==> config.mk <==
export PLATFORM = sky130hd
export DESIGN_NAME = cacheline_adaptor
export DESIGN_NICKNAME = d
export VERILOG_FILES = /design/src/rtl/cache_types_pkg.sv /design/src/rtl/cacheline_adaptor.sv
export SDC_FILE = /design/constraint.sdc
export NUM_CORES = 1
export LEC_CHECK = 0
export ABC_AREA = 1
export BUFFER_PORTS_ARGS = -buffer_cell sky130_fd_sc_hd__buf_4
export CAP_MARGIN = 40
export CORE_AREA = 2 2 278 280
export CTS_CLUSTER_SIZE = 10
export DETAILED_ROUTE_END_ITERATION = 8
export DIE_AREA = 0 0 280 282
export PLACE_DENSITY = 0.5
export SLEW_MARGIN = 20
export SYNTH_ARGS = -nofsm -noshare
export SYNTH_HDL_FRONTEND = slang
export SYNTH_SLANG_ARGS = --single-unit
==> constraint.sdc <==
create_clock -name clk -period 7 [get_ports clk]
set_clock_uncertainty 0.05 [all_clocks]
set_input_delay 1.4 -clock clk [delete_from_list [all_inputs] [get_ports clk]]
set_output_delay 1.4 -clock clk [all_outputs]
set_load 0.1 [all_outputs]
==> src/rtl/cache_types_pkg.sv <==
// Shared types and sizing for the L2 line <-> memory burst adaptor.
package cache_types_pkg;
    localparam int S_LINE  = 256;
    localparam int S_BURST = 64;
    localparam int BEATS   = S_LINE / S_BURST;
    localparam int CNT_W   = $clog2(BEATS);

    typedef enum logic [1:0] {
        IDLE  = 2'd0,
        READ  = 2'd1,
        WRITE = 2'd2,
        DONE  = 2'd3
    } adaptor_state_t;
endpackage

==> src/rtl/cacheline_adaptor.sv <==
// Converts 256-bit L2 line reads/writebacks into four-beat 64-bit memory bursts,
// one transaction at a time, with all outputs decoded from registered state.
module cacheline_adaptor
    import cache_types_pkg::*;
#(
    parameter int s_line   = S_LINE,
    parameter int s_burst  = S_BURST,
    parameter int s_offset = 5
) (
    input  logic                clk,
    input  logic                rst,
    input  logic [s_line-1:0]   line_i,
    output logic [s_line-1:0]   line_o,
    input  logic [31:0]         address_i,
    input  logic                read_i,
    input  logic                write_i,
    output logic                resp_o,
    input  logic [s_burst-1:0]  burst_i,
    output logic [s_burst-1:0]  burst_o,
    output logic [31:0]         address_o,
    output logic                read_o,
    output logic                write_o,
    input  logic                resp_i
);
    localparam logic [31:0]      ALIGN_MASK = ~((32'd1 << s_offset) - 32'd1);
    localparam logic [CNT_W-1:0] LAST_BEAT  = CNT_W'(BEATS - 1);

    adaptor_state_t    state_q, state_d;
    logic [CNT_W-1:0]  cnt_q, cnt_d;
    logic [s_line-1:0] line_q, line_d;
    logic [31:0]       addr_q, addr_d;

    always_ff @(posedge clk or negedge rst) begin
        if (!rst) begin
            state_q <= IDLE;
        end else begin
            state_q <= state_d;
        end
    end

    always_ff @(posedge clk or negedge rst) begin
        if (!rst) begin
            cnt_q  <= '0;
            line_q <= '0;
            addr_q <= '0;
        end else begin
            cnt_q  <= cnt_d;
            line_q <= line_d;
            addr_q <= addr_d;
        end
    end

    always_comb begin
        state_d = state_q;
        cnt_d   = cnt_q;
        line_d  = line_q;
        addr_d  = addr_q;
        unique case (state_q)
            IDLE: begin
                // Read has priority when L2 raises both requests together.
                if (read_i) begin
                    addr_d  = address_i & ALIGN_MASK;
                    cnt_d   = '0;
                    state_d = READ;
                end else if (write_i) begin
                    addr_d  = address_i & ALIGN_MASK;
                    cnt_d   = '0;
                    line_d  = line_i;
                    state_d = WRITE;
                end
            end
            READ: begin
                if (resp_i) begin
                    line_d[cnt_q*s_burst +: s_burst] = burst_i;
                    cnt_d = cnt_q + 1'b1;
                    if (cnt_q == LAST_BEAT) begin
                        state_d = DONE;
                    end
                end
            end
            WRITE: begin
                if (resp_i) begin
                    cnt_d = cnt_q + 1'b1;
                    if (cnt_q == LAST_BEAT) begin
                        state_d = DONE;
                    end
                end
            end
            DONE: begin
                state_d = IDLE;
            end
            default: begin
                state_d = IDLE;
            end
        endcase
    end

    assign read_o    = (state_q == READ);
    assign write_o   = (state_q == WRITE);
    assign resp_o    = (state_q == DONE);
    assign address_o = addr_q;
    assign line_o    = line_q;
    assign burst_o   = line_q[cnt_q*s_burst +: s_burst];

endmodule

# After elaboration in Yosys (flattened, before gate mapping)
# Index checks and enable logic that the tools add are counted.
totals:
  elab_cells: 44
  latch_bits: 0
  mem_bits_ro: 0
  ff_bits: 292
  ram_bits: 0
  out_inout_bits: 355
  n_memories: 0
  in_bits: 357
op_classes:
  n_mux: 16
  eq_ne: 10
  n_bitwise: 0
  magnitude_cmp: 0
  n_addsub: 2
  n_shift: 3
  reduce_logical: 9
  mul: 0
  div: 0
op_table:
  columns: ["operator", "n"]
  rows:
  - ["2-to-1 mux 256 bit", 3]
  - ["case mux 256 bit (2 select lines)", 1]
  - ["bitwise mux 256 bit", 1]
  - ["variable shift 64 x 34 -> 256 bit, first input constant", 1]
  - ["variable part select 256 x 9 -> 64 bit", 1]
  - ["variable part select 64 x 34 -> 256 bit", 1]
  - ["2-to-1 mux 32 bit", 2]
  - ["negation 8 -> 34 bit", 1]
  - ["2-to-1 mux 2 bit", 7]
  - ["== test 2 bit, second input constant", 3]
  - ["!= test 2 x 1 -> 1 bit, second input constant", 3]
  - ["case mux 2 bit (3 select lines)", 1]
  - ["AND reduction 3 bit", 2]
  - ["nonzero test 2 bit", 3]
  - ["!= test 2 bit, second input constant", 2]
  - ["case mux 2 bit (2 select lines)", 1]
  - ["AND reduction 4 bit", 1]
  - ["!= test 3 bit, second input constant", 1]
  - ["adder 2 x 1 -> 2 bit, second input constant", 1]
  - ["== test 2 x 1 -> 1 bit, second input constant", 1]
  - ["logical NOT 2 bit", 1]
  - ["AND reduction 2 bit", 1]
  - ["OR reduction 2 bit", 1]

# Logic depth before layout (Yosys ltp)
logic_depth:
  depth_word: 5
  depth_mapped: 13
  depth_no_buf: 9

# Worst setup path before layout
# No wires, ideal clock.
synth_timing:
  kind: "register -> output"
  start: "register cnt_q[0]"
  end: "output burst_o[10]"
  required_ns: 5.550
  arrival_ns: 2.766
  path_slack_ns: 2.784
  n_path_buf: 4
  stages_incl_launch_ff: 7
  cell_sequence: "dfrtp_1 -> buf_2 -> buf_2 -> buf_2 -> clkbuf_1 -> nor2_1 -> o22ai_1"
synth_via:
  elab_chain_len: 1
synth_rtl:
  columns: ["item", "line", "rtl"]
  rows:
  - ["from (decl)", "cacheline_adaptor.sv:29", "logic [CNT_W-1:0] cnt_q, cnt_d;"]
  - ["from (signal assigned)", "cacheline_adaptor.sv:47", "cnt_q <= cnt_d;"]
  - ["variable part select 256 x 9 -> 64 bit", "cacheline_adaptor.sv:103", "assign burst_o = line_q[cnt_q*s_burst +: s_burst];"]
  - ["to (decl)", "cacheline_adaptor.sv:19", "output logic [s_burst-1:0] burst_o,"]
# Every way passes these cells.

# Worst setup path in the final report
layout_timing:
  start: "register cnt_q[0]"
  end: "output burst_o[44]"
# The elaborated chain is that of the path after synthesis.

==> flow_metrics.tcl <==
set metrics [dict create \
    arrival_ns 3.27 \
    seq_area_sq_mm 0.00719 \
    max_freq_mhz 212 \
    crit_end "burst_o[44]" \
    status "complete, no violations" \
    syn-cell-area_sq_mm 0.0178 \
    synth.area.top_cells "dfrtp_1 (40%), nand2_1 (32%), o21ai_0 (6.3%)" \
    ant_nets 0 \
    die_h_um 282 \
    ios 712 \
    start_util_pct 23.5 \
    wl_um 95600 \
    clk_pin_slew_worst_paths_ns 0.06 \
    drc 0 \
    max_slew_margin_pct 40.2 \
    required_ns 5.55 \
    fill_cells 8321 \
    clock-root-buffer "clkbuf_16" \
    postCtsHoldBufs 0 \
    dieArea_sq_mm 0.0790 \
    cts_buffers 40 \
    finalHoldViolations 0 \
    cp-start-kind "flop" \
    io_buffers 701 \
    wl_per_cell_um 22.0 \
    firstDrtPassIters 6 \
    clk_latency_ns 0.56 \
    cts_max_path_buffers 3 \
    rsz0062_at_grt "no" \
    cts_resized 0 \
    worst_pin_slew_ns 0.897 \
    rrSetupSlack_ns 2.85 \
    grt_pass1_wl_um 136000 \
    cts.sinks 287 \
    multiInputGateArea_sq_mm 0.00959 \
    grt_use_total_pct 23.2 \
    die-width_um 280 \
    final_layout_size_suffix_gt1_share_pct 24.6 \
    viasPerCell 4.74 \
    final_common_cell "nand2_1" \
    syn_avg_cell_area_sq_um 6.43 \
    htree_levels 2 \
    fin_tns_setup_ns 0 \
    area_growth_pct 43.0 \
    fin_crit_ns 4.72 \
    synth_seq_area_share_pct 40.4 \
    routabilityCongestion 0.820 \
    synth_cell_types 22 \
    worstPathMaxFanout 67 \
    finalCritPeriodShare_pct 67.5 \
    grt_pass1_vias 19600 \
    critical_path.reg2reg.startpoint "cnt_q[0]$_DFFE_PN0P_" \
    synth_top_area_cell "dfrtp_1" \
    synth_edf_count 0 \
    drv_slew 0 \
    hold_path_startpoint "address_o[25]$_DFFE_PN0P_" \
    synth-seq-cells 287 \
    cts_tree "built" \
    ys_async_sr_fraction_pct 100 \
    rows 101 \
    synth_top_area_share_pct 40.4 \
    first_iter_violations 1582 \
    nets 3710 \
    coreArea_sq_mm 0.0757 \
    cts_setup_buffers 0 \
    ys_warn_count 0 \
    final_cell_mix "nand2_1 (1517), buf_4 (724), dfrtp_1 (285)" \
    hold_class "reg2reg" \
    dp_hpwl_um 64400 \
    rr_worst_depth 12 \
    worstSetupPathType "reg2out" \
    grt-ovfl-total 0 \
    postSynthCellCount 2762 \
    antenna_found_initial 3 \
    num_vias 20600 \
    setup-violations-final 0 \
    drv_cap 0 \
    endpoint_kind "output port" \
    cp-startpoint "cnt_q[0]$_DFFE_PN0P_" \
    reg2reg_to "line_o[163]$_DFFE_PN0P_" \
    grt_max_degree 123 \
    synthFlopType "dfrtp_1" \
]
-- stage by stage --
stage / setup slack (ns) / instance area [sq um] / utilization [%] / std cells / hold WS [ns]
final: 2.28 / 25400 / 33.6 / 4351 / 0.432
after global routing: 2.07 / 25400 / 33.6 / 4351 / 0.452
after CTS: 2.18 / 25400 / 33.5 / 4349 / 0.438
after detailed placement: 2.81 / 24100 / 31.8 / 4279 / 0.424
after global placement: 2.37 / 23700 / 31.4 / 4264 / 0.421
after floorplan: 2.78 / 17800 / - / 2766 / 0.453
-- worst max-delay path: stages (launching register included) --
cell     delay, ns
dfrtp_4       0.66
buf_12        0.28
inv_4         0.57
buf_12        0.37
o21ai_0       0.13
o22ai_1       0.22
buf_4         0.36
-- cells by family after synthesis --
family | Yosys count | share of synthesized area (%)
AOI/OAI and AO/OA | 289 | 8.59
adders and majority gates | 10 | 0.704
buffers and inverters | 253 | 6.08
DFF | 287 | 40.4
other | 1 | 0.0211
and+or+nand+nor | 1922 | 44.2
-- worst min path at each step --
| stage | end | slack (ns) | depth (start not counted) |
|---|---|---|---|
| 5_1_grt | address_o[13]$_DFFE_PN0P_ | 0.45 | 2 |
| 3_3_place_gp | address_o[19]$_DFFE_PN0P_ | 0.42 | 2 |
| 2_1_floorplan | state_q[1]$_DFFE_PN0P_ | 0.45 | 2 |
| 6_report | address_o[25]$_DFFE_PN0P_ | 0.43 | 2 |
| 4_1_cts | address_o[31]$_DFFE_PN0P_ | 0.44 | 2 |
| 3_5_place_dp | address_o[31]$_DFFE_PN0P_ | 0.42 | 2 |
-- per-layer routing --
metal  vias up  track usage [%]  share of wire (%)
li1       9834                -                  -
met1      9726             29.7                 41
met2       894             38.2                 47
met3       170             5.15                7.7
met4         2             8.79                3.6
met5         -                0              0.012
-- cell type report --
cell class              count  area share [%]
multi-input cells        2226            37.7
flip-flops and latches    287            28.3
repair buffers            746            23.4
well taps                 978            4.82
clock buffers              60            4.68
inverters                  42           0.660
clock inverters            10           0.434
diodes                      2          0.0197
-- Yosys cell counts, types with 3 or more instances --
cell type and instances:
nor2_4 4, nor2_1 195, ha_1 10, buf_4 5
nand3b_1 131, buf_2 89, dfrtp_1 287, o22ai_1 64
clkbuf_1 103, inv_1 39, nor2_2 4, nand3_1 67
buf_1 14, inv_2 3, o21ai_0 224, nand2_1 1517
-- sequential cells by signal, summed over array words and instances, names as in the netlist --
register / flops
line_o: 256
address_o: 27
cnt_q: 2
state_q: 2
Power is left out: the tool's default activity adds up to more than one toggle a clock period on the data nets, which glitch-free logic cannot reach.
